File: config.mk
export PLATFORM = sky130hd
export DESIGN_NAME = instr_fetch_unit
export DESIGN_NICKNAME = d
export VERILOG_FILES = /design/src/rtl/instr_fetch_unit.sv
export SDC_FILE = /design/constraint.sdc
export NUM_CORES = 1
export LEC_CHECK = 0
export ABC_AREA = 0
export CELL_PAD_IN_SITES_DETAIL_PLACEMENT = 1
export CELL_PAD_IN_SITES_GLOBAL_PLACEMENT = 1
export CORE_MARGIN = 2
export CORE_UTILIZATION = 35
export CTS_CLUSTER_SIZE = 16
export DETAILED_ROUTE_END_ITERATION = 16
export PLACE_DENSITY_LB_ADDON = 0.1
export SYNTH_ARGS = -nofsm -noshare
export SYNTH_HDL_FRONTEND = slang
export SYNTH_SLANG_ARGS = --single-unit
File: constraint.sdc
create_clock -name clk -period 1.8 [get_ports clk]
set_input_delay 0.36 -clock clk [delete_from_list [all_inputs] [get_ports clk]]
set_output_delay 0.36 -clock clk [all_outputs]
set_load 0.03 [all_outputs]
File: src/rtl/instr_fetch_unit.sv
// Instruction fetch unit: sequential PC generation, one-cycle-latency
// instruction memory interface, single output register with valid/ready
// handshake and redirect support.
// Optional feature macro: IFU_PERF_CNT_EN adds the stall_cycles counter port.
module instr_fetch_unit #(
  parameter logic [31:0] RESET_PC      = 32'h0000_0000,
  parameter int          RAM_ADDR_BITS = 10
) (
  input  logic                     clk,
  input  logic                     rst_n,
  output logic [RAM_ADDR_BITS-1:0] imem_addr,
  input  logic [31:0]              imem_rdata,
  input  logic                     redirect_valid,
  input  logic [31:0]              redirect_pc,
  output logic                     out_valid,
  input  logic                     out_ready,
  output logic [31:0]              out_instr,
  output logic [31:0]              out_pc
`ifdef IFU_PERF_CNT_EN
  ,
  output logic [31:0]              stall_cycles
`endif
);

  logic [31:0] fetch_pc_reg, fetch_pc_next;
  logic [31:0] rd_pc_reg, rd_pc_next;
  logic        rd_valid_reg, rd_valid_next;
  logic        out_valid_next;
  logic [31:0] out_instr_next, out_pc_next;
  logic        stall;

  assign stall = out_valid && !out_ready;

  // While stalled, re-read the in-flight word so its data is still on
  // imem_rdata in the cycle the stall clears.
  always_comb begin
    if (stall && rd_valid_reg) begin
      imem_addr = rd_pc_reg[RAM_ADDR_BITS+1:2];
    end else begin
      imem_addr = fetch_pc_reg[RAM_ADDR_BITS+1:2];
    end
  end

  // Next-state logic: redirect beats stall, stall beats normal advance.
  always_comb begin
    fetch_pc_next  = fetch_pc_reg;
    rd_pc_next     = rd_pc_reg;
    rd_valid_next  = rd_valid_reg;
    out_valid_next = out_valid;
    out_instr_next = out_instr;
    out_pc_next    = out_pc;
    if (redirect_valid) begin
      // Low two bits of the target are dropped (word alignment).
      fetch_pc_next  = redirect_pc & 32'hFFFF_FFFC;
      rd_valid_next  = 1'b0;
      out_valid_next = 1'b0;
    end else if (!stall) begin
      rd_pc_next    = fetch_pc_reg;
      rd_valid_next = 1'b1;
      fetch_pc_next = fetch_pc_reg + 32'd4;
      if (rd_valid_reg) begin
        out_instr_next = imem_rdata;
        out_pc_next    = rd_pc_reg;
        out_valid_next = 1'b1;
      end else begin
        out_valid_next = 1'b0;
      end
    end
  end

  // Pipeline and output registers.
  always_ff @(posedge clk or negedge rst_n) begin
    if (!rst_n) begin
      fetch_pc_reg <= RESET_PC;
      rd_pc_reg    <= 32'h0;
      rd_valid_reg <= 1'b0;
      out_valid    <= 1'b0;
      out_instr    <= 32'h0;
      out_pc       <= 32'h0;
    end else begin
      fetch_pc_reg <= fetch_pc_next;
      rd_pc_reg    <= rd_pc_next;
      rd_valid_reg <= rd_valid_next;
      out_valid    <= out_valid_next;
      out_instr    <= out_instr_next;
      out_pc       <= out_pc_next;
    end
  end

`ifdef IFU_PERF_CNT_EN
  logic [31:0] stall_cycles_reg;

  assign stall_cycles = stall_cycles_reg;

  // Saturating count of cycles in which the output is held back.
  always_ff @(posedge clk or negedge rst_n) begin
    if (!rst_n) begin
      stall_cycles_reg <= 32'h0;
    end else if (stall && (stall_cycles_reg != 32'hFFFF_FFFF)) begin
      stall_cycles_reg <= stall_cycles_reg + 32'd1;
    end
  end
`endif

endmodule
==> summary.txt, run 1 <==
Placed design
  – Placed inst area: 7340 µm²
  – Gp weighted congestion: 0.750
  – IO Port Bufs: 138
  – DPL Wire Length: 9430 µm
  – Placed cells: 762

Clock tree
  – CTS max path bufs: 2
  – H-Tree Depth: 4
  – TritonCTS Buffers: 17
  – Cts hold-fix bufs: 0
  – Clock transition at path regs: 0.05 ns
  – Root buffer cell: clkbuf_16
  – CTS tree: yes
  – Clock latency on the worst-skew pair: 0.41 ns
  – CTS Sinks: 124

Drt
  – Routed wire length: 14400 µm
  – # DRC: 0
  – Via/cell ratio: 4.93
  – DRT antenna net count: 0
  – Via count: 3966
  – Drt first pass iters: 4
  – Iter 0 DRT Violations: 173
  – Routed wire per std cell: ~18 µm

Cells and area
  – Fin cells: 804
  – Antenna Cells: 0
  – Share of layout cells above drive strength 1: between 30% and 40%
  – Final Instance Area: roughly 8400 µm²
  – Largest register FFs: 32
  – Top reg by flops: out_instr
  – Area growth syn-to-layout: 55.0%
  – Final-stage net count: 672

STA
  – Final min period: approximately 2.0 ns
  – Final period util: 111%
  – Max_slew headroom: 49.8%
  – F_max: between 500 and 600 MHz
  – Final Max Tran Viols: 0
  – Final hold viol count: 7
  – Setup TNS: -2.76 ns
  – Endpoints failing setup: 24
  – Hold slack: -0.0212 ns
  – Clock skew: 0.00425 ns
  – RSZ-0062 raised after global routing: yes
  – Actual slew at the worst max-slew pin: 0.753 ns
  – Worst Setup Slack, final: -0.194 ns

Worst hold path
  – Worst Hold Class: input port to async pin

Die
  – Rows: 45
  – Die W: 128 µm
  – # IOs: roughly 140
  – Die area: 16400 µm²
  – Core ar.: between 15000 and 20000 µm²
  – Initial Util: 35.6%
  – DIE HEIGHT: around 130 µm

Global route
  – Met3 Use GR: 4.72%
  – Initial antenna violation count: 0
  – GRT Max-Usage Layer: met2
  – GRT overflow: 0
  – M2 GR Usage: 31.0%
  – Total track usage: between 10% and 20%
  – Global-route wire length before repair: 23400 µm
  – Largest net degree at the start of global routing: approximately 130
  – GR Util met1: between 20% and 30%
  – Vias in the first global route: 4421

Critical path
  – Startpoint Class: flip-flop
  – Crit-path max FO: 5
  – Critical Path RT: 1.44 ns
  – CP arrival: roughly 1.6 ns
  – Setup CP Type: flip-flop to primary output
  – Crit path capture type: primary output

Synth
  – Post-Synth Simple-Gate Area: between 10% and 20%
  – Synth Area in Adders: 0.232%
  – Largest family of logic cells by synthesized area: multiplexers
  – Gate Count Post-Synth: 416
  – Synth unique cells: 37
  – Mean Syn Cell Area: 13.0 µm²
  – #FFs+latches synth: 124
  – Mapped Area: 5400 µm²
  – Synth warn: 0
  – Synth Area in Compound Gates: slightly below 3%
  – Sequential area share after synthesis: a little under three fifths
  – Mux share of post-synthesis cell area: 22.9%
  – Synth Area in XOR/XNOR: 3.57%

Run status
  – Outcome: finished with violations
  – Failing checks: hold timing, setup timing

Flow run
  – Max-cap violations: 0

Power and ir drop
  – Worst vdd ir: 0.660 mV
  – Pwr/cell area: 1210 nW/µm²
  – Total power: 10.1 mW
  – Lkg Pwr: 3.97 nW
logic make-up (layout without fill, tap and decap cells):
group	count (synthesis)	count (layout)
XOR/XNOR	22	22
adder cells (fa/ha/maj)	1	1
other	1	2
buffers and inverters	24	223
AO/OA/AOI/OAI	28	28
AND/OR/NAND/NOR	106	106
multiplexers	110	110
flip-flops	124	124
cell usage after synthesis:
master    instances  area [µm²]
dfrtp_1         124        3100
mux2_2          109        1230
nand2_1          39         146
o21ai_0          19        95.1
clkbuf_1         16        60.1
xnor2_1          12         105
nor2_1           11        41.3
nand4_1          10        62.6
xor2_1           10        87.6
nand3_1           7        35.0
nor2b_1           6        37.5
nor4_1            6        37.5
nor4_2            5        62.6
nor3_1            4        20.0
or3_1             4        25.0
and3_1            3        18.8
buf_6             3        33.8
o31ai_1           3        22.5
and2_1            2        12.5
and4_1            2        17.5
buf_4             2        15.0
inv_1             2        7.51
nand2b_1          2        12.5
o21ai_1           2        10.0
a22oi_1           1        7.51
a31oi_1           1        6.26
buf_1             1        3.75
conb_1            1        3.75
ha_1              1        12.5
mux2i_1           1        10.0
nand3_2           1        10.0
nand3b_1          1        7.51
o211ai_1          1        7.51
o311ai_0          1        8.76
or2_2             1        6.26
or2b_1            1        7.51
or3b_1            1        8.76
per-stage QoR:
step / worst slack [ns] / utilization, %
after floorplan: -0.0192 / -
after detailed placement: -0.384 / 48.4
after CTS: -0.224 / 53.8
after global placement: -0.325 / 48.4
final: -0.194 / 55.2
after global routing: -0.256 / 55.2
critical path: stages (launching register included):
cell and delay (ns):
dfrtp_2 0.39, nor2b_4 0.14, nand2_4 0.11, buf_12 0.13
mux2_4 0.31, buf_6 0.14
repair_timing:
item,4_1_cts,5_1_grt
pin swaps,3,15
resized for setup,82,50
setup buffers,4,6
gates cloned,1,0
setup endpoints to repair,60,54
cell usage in the layout, fill, tap and decap left out, drive strengths merged, types with 4 or more instances in the layout:
master	instances
buf	63
bufinv	6
clkbuf	20
clkdlybuf4s50	62
clkinv	5
dfrtp	124
dlygate4sd2	44
dlymetal6s2s	20
mux2	109
nand2	39
nand3	8
nand4	10
nor2	11
nor2b	6
nor3	4
nor4	11
o21ai	21
or3	4
xnor2	12
xor2	10
cell type report:
cell class | instances | area, µm²
inverter | 2 | 7.51
fill | 1534 | 6780
sequential | 124 | 3100
tap | 188 | 235
clock buffer | 20 | 467
multi-input combinational | 269 | 2470
clock inverter | 12 | 214
timing repair buffer | 189 | 1870
worst paths after layout:
kind                            cells past startpoint               end            from  slack (ns)
worst max-delay path                                5      imem_addr[9]       out_valid       -0.19
worst min-delay path                                2      out_instr[6]           rst_n       -0.02
worst max register to register                      7  fetch_pc_reg[27]       out_valid       -0.13
worst min register to register                      1      out_instr[5]    out_instr[5]        0.49
max in group asynchronous                           2         out_valid           rst_n        1.18
min in group clk                                    2      rd_valid_reg  redirect_valid        0.25
power breakdown:
part / leakage [nW] / internal [mW] / switching (mW)
registers: 1.49 / 3.32 / 0.287
logic: 2.15 / 1.16 / 1.40
clock network: 0.340 / 2.70 / 1.22
total: 3.97 / 7.18 / 2.91
metal layers:
metal / part of all wire [%] / vias to the layer above / wire length (µm)
met5: 0 / - / 0
met1: 45 / 2013 / 6470
met4: 1.2 / 0 / 176
li1: - / 1847 / -
met2: 50 / 93 / 7200
met3: 3.9 / 13 / 566
Note: power is estimated with default switching activity, not from simulation.
==> run 2: changes to the inputs <==
--- a/config.mk
+++ b/config.mk
@@ -13,6 +13,7 @@
 export CTS_CLUSTER_SIZE = 16
 export DETAILED_ROUTE_END_ITERATION = 16
 export PLACE_DENSITY_LB_ADDON = 0.1
+export REMOVE_ABC_BUFFERS = 1
 export SYNTH_ARGS = -nofsm -noshare
 export SYNTH_HDL_FRONTEND = slang
 export SYNTH_SLANG_ARGS = --single-unit
==> run 2 against run 1 <==
The flow finishes with violations (setup timing). Via count increased by 0.98%. Non-clock buffer count increased by 15. Critical endpoint is now imem_addr[4]. Cell count increased by 1.9%. Largest cell class unchanged. Wire length decreased by 1.1%. Critical path depth unchanged. Sequential cell count unchanged. Register-to-register slack got worse by 0.02 ns. Power decreased by 6.9%. Clock skew increased by 0.0022 ns.
==> summary.txt, run 2 (synthesized netlist as in run 1, its figures left out) <==
Run status
  – Outcome: finished with violations
  – Failing checks: setup timing

Cells and area
  – Share of layout cells above drive strength 1: 39.9% (+0.65 points)
  – Antenna Cells: 0 (unchanged)
  – Layout fillers: 1517 (-1.1%)
  – Area growth syn-to-layout: 55.9%
  – Final-stage net count: 687 (+2.2%)
  – Commonest non-fill, non-tap cell in the layout: dfrtp_1
  – Most frequent cells in the layout: dfrtp_1 (124), mux2_2 (99), clkdlybuf4s50_1 (62), buf_4 (52)
  – Largest register FFs: 32 (unchanged)
  – Top reg by flops: out_instr
  – Core Util, Final: 55.6% (+0.31 points)
  – Fin cells: 819 (+1.9%)

Drt
  – Routed wire length: 14300 µm (-1.1%)
  – Drt first pass iters: 4 (unchanged)
  – Via/cell ratio: 4.89 (-0.87%)
  – Met3 routed WL: 721 µm (+27%)
  – DRT antenna net count: 0 (unchanged)
  – WL met2: 6630 µm (-8.0%)
  – Via count: 4005 (+0.98%)
  – Iter 0 DRT Violations: 131 (-24%)
  – Top Metal Used: met4
  – # DRC: 0 (unchanged)
  – Met1 wire length: 6720 µm (+3.8%)
  – Routed wire per std cell: 17.4 µm (-2.9%)

Critical path
  – Startpoint Class: flip-flop
  – Setup CP Type: flip-flop to primary output
  – Critical Path RT: 1.44 ns (about the same)
  – CP arrival: 1.66 ns (+0.03 ns)
  – Crit-path max FO: 5 (unchanged)
  – Worst r2r src: out_valid
  – Flop2flop setup slack: -0.15 ns (-0.02 ns)
  – Path depth of the worst reg2reg path: 8 (+1)
  – RR Endpoint: fetch_pc_reg[27]
  – Crit path capture type: primary output

Die
  – DIE HEIGHT: 128 µm (unchanged)
  – Initial Util: 35.6% (unchanged)
  – # IOs: 143 (unchanged)
  – Die area: 16400 µm² (unchanged)
  – Rows: 45 (unchanged)
  – Core ar.: 15100 µm² (unchanged)
  – Die W: 128 µm (unchanged)

STA
  – Worst Setup Slack, final: -0.216 ns (-0.0216 ns)
  – Final period util: 112% (+1.2 points)
  – Clock skew: 0.00646 ns (+0.00221 ns)
  – F_max: 496 MHz (-1.1%)
  – RSZ-0062 raised after global routing: yes
  – Endpoints failing setup: 21 (-13%)
  – Final Max Tran Viols: 0 (unchanged)
  – Hold slack: 0.456 ns (+0.478 ns)
  – Final min period: 2.02 ns (+0.0216 ns)
  – Final hold viol count: 0 (-7)

Global route
  – GRT overflow: 0 (unchanged)
  – Largest net degree at the start of global routing: 44 (-65%)
  – Global-route wire length before repair: 23200 µm (-0.80%)
  – Initial antenna violation count: 0 (unchanged)
  – Total track usage: 18.2% (-0.39 points)
  – Vias in the first global route: 4402 (-0.43%)

Flow run
  – Max-cap violations: 0 (unchanged)

Clock tree
  – Root buffer cell: clkbuf_16
  – H-Tree Depth: 4 (unchanged)
  – Clock transition at path regs: 0.05 ns (about the same)
  – Clock latency on the worst-skew pair: 0.41 ns (about the same)
  – CTS Sinks: 124 (unchanged)
  – CTS tree: yes
  – CTS max path bufs: 2 (unchanged)
  – TritonCTS Buffers: 17 (unchanged)

Power and ir drop
  – Pwr/cell area: 1120 nW/µm² (-7.4%)
  – Lkg Pwr: 4.06 nW (+2.3%)
  – Total power: 9.39 mW (-6.9%)
  – Worst vdd ir: 0.601 mV (-9.0%)

Placed design
  – IO Port Bufs: 138 (unchanged)
  – Placed cells: 770 (+1.0%)
  – Gp weighted congestion: 0.768 (+2.3%)
  – DPL Wire Length: 9470 µm (+0.38%)

Worst hold path
  – Worst Hold Class: input port to async pin
## run 2: cell count changes in the layout (fill, tap and decap cells not counted), sizes merged
cell          delta
clkinv           -1
clkbuf           +6
clkinvlp         +2
inv              -1
dlygate4sd3      +1
bufinv           -5
dlymetal6s2s    +15
buf             +14
dlygate4sd2     -16
## run 2: worst max-delay path, stage by stage (launching register included)
cell and delay, ns:
dfrtp_1 0.35, nor2b_4 0.18, nand2_2 0.10, buf_6 0.16
mux2_4 0.31, buf_6 0.14
## run 2: routing by layer
| layer | vias to the layer above | track usage [%] |
|---|---|---|
| li1 | 1877 | - |
| met1 | 1996 | 24.5 |
| met2 | 116 | 29.0 |
| met3 | 16 | 4.47 |
| met4 | 0 | 6.21 |
| met5 | - | 0 |
## run 2: worst max-delay path by stage
stage,depth (start not counted),end,start
after floorplan,4,out_instr[0],out_valid
after CTS,5,imem_addr[0],out_valid
after global placement,6,fetch_pc_reg[30],out_ready
after global routing,5,imem_addr[0],out_valid
final,5,imem_addr[4],out_valid
after detailed placement,6,fetch_pc_reg[30],out_ready
## run 2: where the power goes
part	switching [mW]	internal [mW]
logic	1.41	1.24
registers	0.276	3.32
clock network	1.19	1.96
total	2.87	6.52
## run 2: cell type report
class                           count  area [µm²]  area share [%]
Tap cell                          188         235            2.80
Clock inverter                      7        65.1           0.773
Multi-Input combinational cell    269        2490            29.6
Clock buffer                       25         475            5.65
Timing Repair Buffer              204        2040            24.2
Sequential cell                   124        3100            36.9
Inverter                            2        7.51          0.0892
## run 2: timing repair
action	CTS	global route
buffers inserted	6	10
cloned	1	0
endpoints found under the setup margin	52	69
pin swaps	11	17
hold endpoints to repair	30	0
resized for setup	77	85
hold buffers	1	0
## run 2: per-stage QoR
| stage | setup slack (ns) | TNS [ns] | instance area, µm² |
|---|---|---|---|
| finish | -0.216 | -3.00 | 8410 |
| global route | -0.280 | -8.34 | 8410 |
| CTS | -0.230 | -3.29 | 8080 |
| detailed placement | -0.620 | -46.66 | 7300 |
| global placement | -0.565 | -41.43 | 7300 |
| floorplan | -2.56 | -184.36 | 5290 |
==> run 3: changes to the inputs <==
--- a/config.mk
+++ b/config.mk
@@ -8,6 +8,7 @@
 export ABC_AREA = 0
 export CELL_PAD_IN_SITES_DETAIL_PLACEMENT = 1
 export CELL_PAD_IN_SITES_GLOBAL_PLACEMENT = 1
+export CORE_ASPECT_RATIO = 0.75
 export CORE_MARGIN = 2
 export CORE_UTILIZATION = 35
 export CTS_CLUSTER_SIZE = 16
==> run 3 against run 2 <==
The flow still finishes with violations (setup timing). Die area barely moved. Global-route usage rose by 0.10 points. Hold slack got worse by 0.028 ns. Sequential power barely moved. Critical endpoint is now imem_addr[3].
==> summary.txt, run 3 (synthesized netlist as in run 1, its figures left out) <==
Run status
  – Outcome: finished with violations
  – Failing checks: setup timing

Global route
  – Largest net degree at the start of global routing: 39 (-11%)
  – Global-route wire length before repair: 23300 µm (+0.36%)
  – Total track usage: 18.3% (+0.10 points)
  – GRT overflow: 0 (unchanged)
  – Vias in the first global route: 4395 (-0.16%)
  – Initial antenna violation count: 0 (unchanged)

STA
  – F_max: 495 MHz (-0.28%)
  – Endpoints failing setup: 26 (+24%)
  – Max_slew headroom: between 60 and 70%
  – Actual slew at the worst max-slew pin: 0.509 ns
  – Final Max Tran Viols: 0 (unchanged)
  – RSZ-0062 raised after global routing: yes
  – Setup TNS: -3.66 ns (-0.659 ns)
  – Hold slack: 0.428 ns (-0.0283 ns)
  – Final min period: 2.02 ns (+0.00570 ns)
  – Final hold viol count: 0 (unchanged)
  – Final period util: 112% (+0.32 points)
  – Worst Setup Slack, final: -0.222 ns (-0.00570 ns)
  – Clock skew: 0.00943 ns (+0.00297 ns)

Critical path
  – Startpoint Class: flip-flop
  – Crit path capture type: primary output
  – Critical Path RT: 1.44 ns (about the same)
  – Crit-path max FO: 6 (+1)
  – Critical Path Start: out_valid
  – Setup CP Type: flip-flop to primary output
  – CP arrival: 1.66 ns (about the same)
  – Worst r2r src: out_valid

Drt
  – # DRC: 0 (unchanged)
  – Drt first pass iters: 5 (+1)
  – Iter 0 DRT Violations: 138 (+5.3%)
  – Routed wire length: 14300 µm (+0.42%)
  – Via/cell ratio: 4.90 (+0.18%)
  – Routed wire per std cell: 17.4 µm (+0.18%)
  – Via count: 4022 (+0.42%)
  – DRT antenna net count: 0 (unchanged)

Power and ir drop
  – Total power: 9.52 mW (+1.4%)
  – Pwr/cell area: 1190 nW/µm² (+6.5%)
  – Lkg Pwr: 3.60 nW (-11%)
  – Worst vdd ir: 0.676 mV (+12%)

Die
  – Rows: 39 (-13%)
  – Core ar.: 15200 µm² (+0.20%)
  – # IOs: 143 (unchanged)
  – DIE HEIGHT: 112 µm (-13%)
  – Die W: 147 µm (+15%)
  – Initial Util: 35.6% (-0.071 points)
  – Die area: 16400 µm² (about the same)

Placed design
  – IO Port Bufs: 138 (unchanged)
  – Setup WS pre-CTS: -0.620 ns (-0.000387 ns)
  – Gp weighted congestion: 0.778 (+1.4%)
  – DPL Wire Length: 10200 µm (+8.2%)

Clock tree
  – Clock transition at path regs: 0.05 ns (about the same)
  – Clock latency on the worst-skew pair: 0.41 ns (about the same)
  – H-Tree Depth: 4 (unchanged)
  – CTS Sinks: 124 (unchanged)
  – CTS max path bufs: 2 (unchanged)
  – CTS tree: yes
  – Root buffer cell: clkbuf_16
  – TritonCTS Buffers: 17 (unchanged)

Cells and area
  – Multi-input logic area: 2240 µm² (-10%)
  – Most frequent cells in the layout: dfrtp_1 (124), mux2_2 (105), clkdlybuf4s50_1 (62), dlygate4sd2_1 (53), buf_4 (47)
  – Register Area: 3100 µm² (unchanged)
  – Largest register FFs: 32 (unchanged)
  – Antenna Cells: 0 (unchanged)
  – Final-stage net count: 675 (-1.7%)
  – Share of layout cells above drive strength 1: 35.4% (-4.5 points)
  – Area growth syn-to-layout: 48.5%
  – Layout fillers: 1550 (+2.2%)
  – Top reg by flops: out_instr
  – Commonest non-fill, non-tap cell in the layout: dfrtp_1

Worst hold path
  – Hold wc startpoint: redirect_valid
  – Worst Hold Class: input port to flip-flop

Flow run
  – Max-cap violations: 0 (unchanged)
==> run 3: cell types whose count changed in the layout (fill, tap and decap cells not counted), sizes merged <==
cell          before  now
clkinv             4    2
dlygate4sd2       28   53
buf               77   65
bufinv             1    2
clkbuf            26   23
dlymetal6s2s      35   11
==> run 3: final cells by class <==
cell class              instances  area share, %
flip-flops and latches        124           38.7
repair buffers                192           22.7
clock buffers                  23           6.34
multi-input cells             269           27.9
inverters                       2         0.0937
clock inverters                 6           1.06
well taps                     205           3.20
==> run 3: stage by stage <==
step | instances | instance area, µm² | util [%]
finish | 821 | 8010 | 52.8
global route | 821 | 8010 | 52.8
CTS | 820 | 7940 | 52.3
detailed placement | 790 | 7330 | 48.3
global placement | 790 | 7330 | 48.3
floorplan | 395 | 5290 | -
==> run 3: path summary, 6_finish.rpt <==
| check | slack, ns | depth (start not counted) | end |
|---|---|---|---|
| worst min-delay path | 0.43 | 3 | rd_valid_reg |
| max in group asynchronous | 0.73 | 3 | fetch_pc_reg[3] |
| min in group asynchronous | 0.45 | 2 | out_pc[7] |
| worst max-delay path | -0.22 | 5 | imem_addr[3] |
| worst min register to register | 0.50 | 1 | out_pc[2] |
| worst max register to register | -0.21 | 5 | fetch_pc_reg[28] |
==> run 3: repair_timing <==
item	CTS	global route
pin swaps	1	0
endpoints found under the hold margin	27	0
resized for setup	72	21
buffers inserted	0	1
hold buffers	1	0
endpoints found under the setup margin	98	72
==> run 3: critical path: stages, from the launching register on <==
cell,delay [ns]
dfrtp_1,0.35
nor2b_4,0.21
nand2_2,0.08
buf_6,0.15
mux2_4,0.31
buf_6,0.14
==> run 3: layer usage <==
| layer | track usage, % | vias to the layer above | routed length, µm |
|---|---|---|---|
| met2 | 28.6 | 89 | 6810 |
| met5 | 0 | - | 0 |
| met3 | 5.90 | 21 | 579 |
| met1 | 24.5 | 2068 | 6710 |
| met4 | 5.58 | 0 | 223 |
| li1 | - | 1844 | - |
==> run 3: power breakdown <==
group          switching [mW]  leakage, nW  internal [mW]
Combinational            1.40         1.82           1.14
Sequential              0.265         1.49           3.32
Clock                    1.17        0.289           2.23
==> RTL edit: new RTL, flow settings as in run 1 <==
Change the parameter `RAM_ADDR_BITS` from 10 to 11.
--- a/src/rtl/instr_fetch_unit.sv
+++ b/src/rtl/instr_fetch_unit.sv
@@ -5,5 +5,5 @@
 module instr_fetch_unit #(
   parameter logic [31:0] RESET_PC      = 32'h0000_0000,
-  parameter int          RAM_ADDR_BITS = 10
+  parameter int          RAM_ADDR_BITS = 11
 ) (
   input  logic                     clk,
Interface: changed (resized imem_addr); port bits go from 143 to 144. The function was not compared with the original's and may differ.
==> RTL edit against run 1 <==
- the flow finishes with violations (setup timing)
- global-route usage grew 0.60 points
- routed wire length grew 6.4%
- area after synthesis grew 1.0%
- cell area shrank 2.9%
- final cell count grew 3.2%
- worst setup slack lost 0.023 ns
- first-iteration DRC count shrank 18%
- sequential cell count is the same
- power shrank 6.3%
- via count grew 8.1%
- critical path type unchanged
- largest power group is now registers
- highest routed layer unchanged
==> RTL edit: results <==
clock_tree:
  clock_latency_ns: 0.42
  cts_root_buf: "clkbuf_16"
  clk_pin_slew_ns: 0.05
  cts.path.max_buffers: 2
  h-tree-depth: 4
placement:
  place.gp.congestion: 0.781
  place_hpwl_um: 10500
  dpl.cell_count: 794
  io_buffers: 139
  place_area_um2: 7450
global_routing:
  grt_pass1_vias: 4648
  antenna_found_initial: 0
  grt_pass1_wl_um: 24300
  grt_max_degree: 85
  grtUsageTotal_pct: 19.2
synthesis:
  synth_common_cells: "dfrtp_1 (124), mux2_2 (103), nand2_1 (32), clkbuf_1 (19), nor2_1 (18)"
  seq_area_frac_synth_pct: 56.9
  synth_edf_count: 0
  synthArstFlopShare_pct: 100
  yosys_warnings: 0
  synth.distinct_cells: 38
  synth_area_leaders: "dfrtp_1 (57%), mux2_2 (21%), nand2_1 (2.2%), nand4_1 (1.6%), clkbuf_1 (1.3%)"
  synth_top_cell_by_area: "dfrtp_1"
  post_synth.cell_area_avg_um2: 12.5
route:
  wl_met2_um: 7660
  num_vias: 4286
  wl_met1_um: 6460
  drt_iter0_drc: 141
  wl_met3_um: 953
  drt_pass1_iterations: 4
  top_layer: "met4"
  wl_per_cell_um: 18.5
timing:
  setup_violations: 12
  setup-tns-final_ns: -2.23
  relSlewSlack_pct: 62.7
  setup_ws_ns: -0.217
  clock_skew_ns: 0.00892
power_and_ir_drop:
  leakage_nw: 3.58
  p_int_mw: 6.49
  peakVddDrop_uv: 785
worst_setup_path:
  startpoint: "out_valid$_DFFE_PN0N_"
  arrival_ns: 1.66
  cp_max_fo: 5
  max_stage_delay_ns: 0.39
  crit_slowest_cell: "dfrtp_2"
min_path:
  min-delay-start: "out_instr[9]$_DFFE_PN0P_"
  hold_class: "register to register"
cells_and_area:
  final_nets: 699
  top_register: "out_instr"
  diodes: 0
  nFillCells: 1586
  drive_above_1_share_pct: 34.0
  final-instance-count-excl-fill: 830
  largest_register_ffs: 32
status:
  violations: "setup timing"
  status: "finished, violations left"
job:
  maxCapViolations: 0
-- RTL edit: cell count changes after synthesis, moves of 6 or more --
cell,run 1,this run
or4_1,0,8
a31oi_1,1,8
inv_1,2,9
nand2_1,39,32
nand3_1,7,14
nor2_1,11,18
xor2_1,10,3
mux2_2,109,103
-- RTL edit: routing by layer --
metal  up-vias  global-route usage (%)
li1       1984                       -
met1      2157                    22.7
met2       126                    32.7
met3        19                    6.15
met4         0                    7.29
met5         -                       0
-- RTL edit: path summary, 6_finish.rpt --
check	slack (ns)	to	depth (start not counted)
worst max-delay path	-0.22	imem_addr[8]	5
worst min-delay path	0.50	out_instr[9]$_DFFE_PN0P_	1
worst max register to register	-0.03	fetch_pc_reg[29]$_DFFE_PN0N_	5
worst min register to register	0.50	out_instr[9]$_DFFE_PN0P_	1
max in group asynchronous	0.81	fetch_pc_reg[3]$_DFFE_PN0N_	3
min in group asynchronous	0.51	out_pc[28]$_DFFE_PN0P_	3
-- RTL edit: final cells by class --
| class | instances | share of cell area [%] |
|---|---|---|
| Sequential cell | 124 | 38.3 |
| Clock inverter | 6 | 0.755 |
| Tap cell | 188 | 2.89 |
| Clock buffer | 25 | 6.10 |
| Inverter | 9 | 0.416 |
| Multi-Input combinational cell | 280 | 28.7 |
| Timing Repair Buffer | 198 | 22.9 |
-- RTL edit: power by group through the flow --
stage	registers [mW]	clock network, mW	logic (mW)
floorplan	4.33	0	0.783
global placement	3.64	0	2.75
detailed placement	3.67	0	2.79
CTS	3.62	3.29	2.62
global route	3.70	3.42	2.78
finish	3.62	3.22	2.61
-- RTL edit: worst reg2reg max path, cell delays in order, from the launching register on --
cell and delay (ns):
dfrtp_2 0.39, nor2b_4 0.14, buf_4 0.18, or4_4 0.46, or4_1 0.41, a31oi_1 0.16
-- RTL edit: cell families after synthesis --
logic type	Yosys count	share of synthesized area [%]
other cells	1	0.0688
simple gates	117	11.4
fa+ha+maj	1	0.230
buf+inv	33	2.43
xor+xnor	11	1.77
compound gates	45	5.69
mux	104	21.5
flops	124	56.9
-- RTL edit: timing repair --
| item | 4_1_cts | 5_1_grt |
|---|---|---|
| cloned | 1 | 1 |
| buffers inserted | 1 | 1 |
| setup endpoints to repair | 79 | 47 |
| endpoints found under the hold margin | 32 | 0 |
| pin swaps | 1 | 4 |
| hold buffers | 1 | 0 |
| resized for setup | 96 | 21 |
-- RTL edit: through the flow --
step | total power, mW | util, % | worst slack [ns]
5_1_grt | 9.90 | 53.4 | -0.274
3_3_place_gp | 6.39 | 49.0 | -0.620
6_report | 9.44 | 53.4 | -0.217
4_1_cts | 9.53 | 52.9 | -0.244
3_5_place_dp | 6.46 | 49.0 | -0.617
2_1_floorplan | 5.11 | - | -0.0491
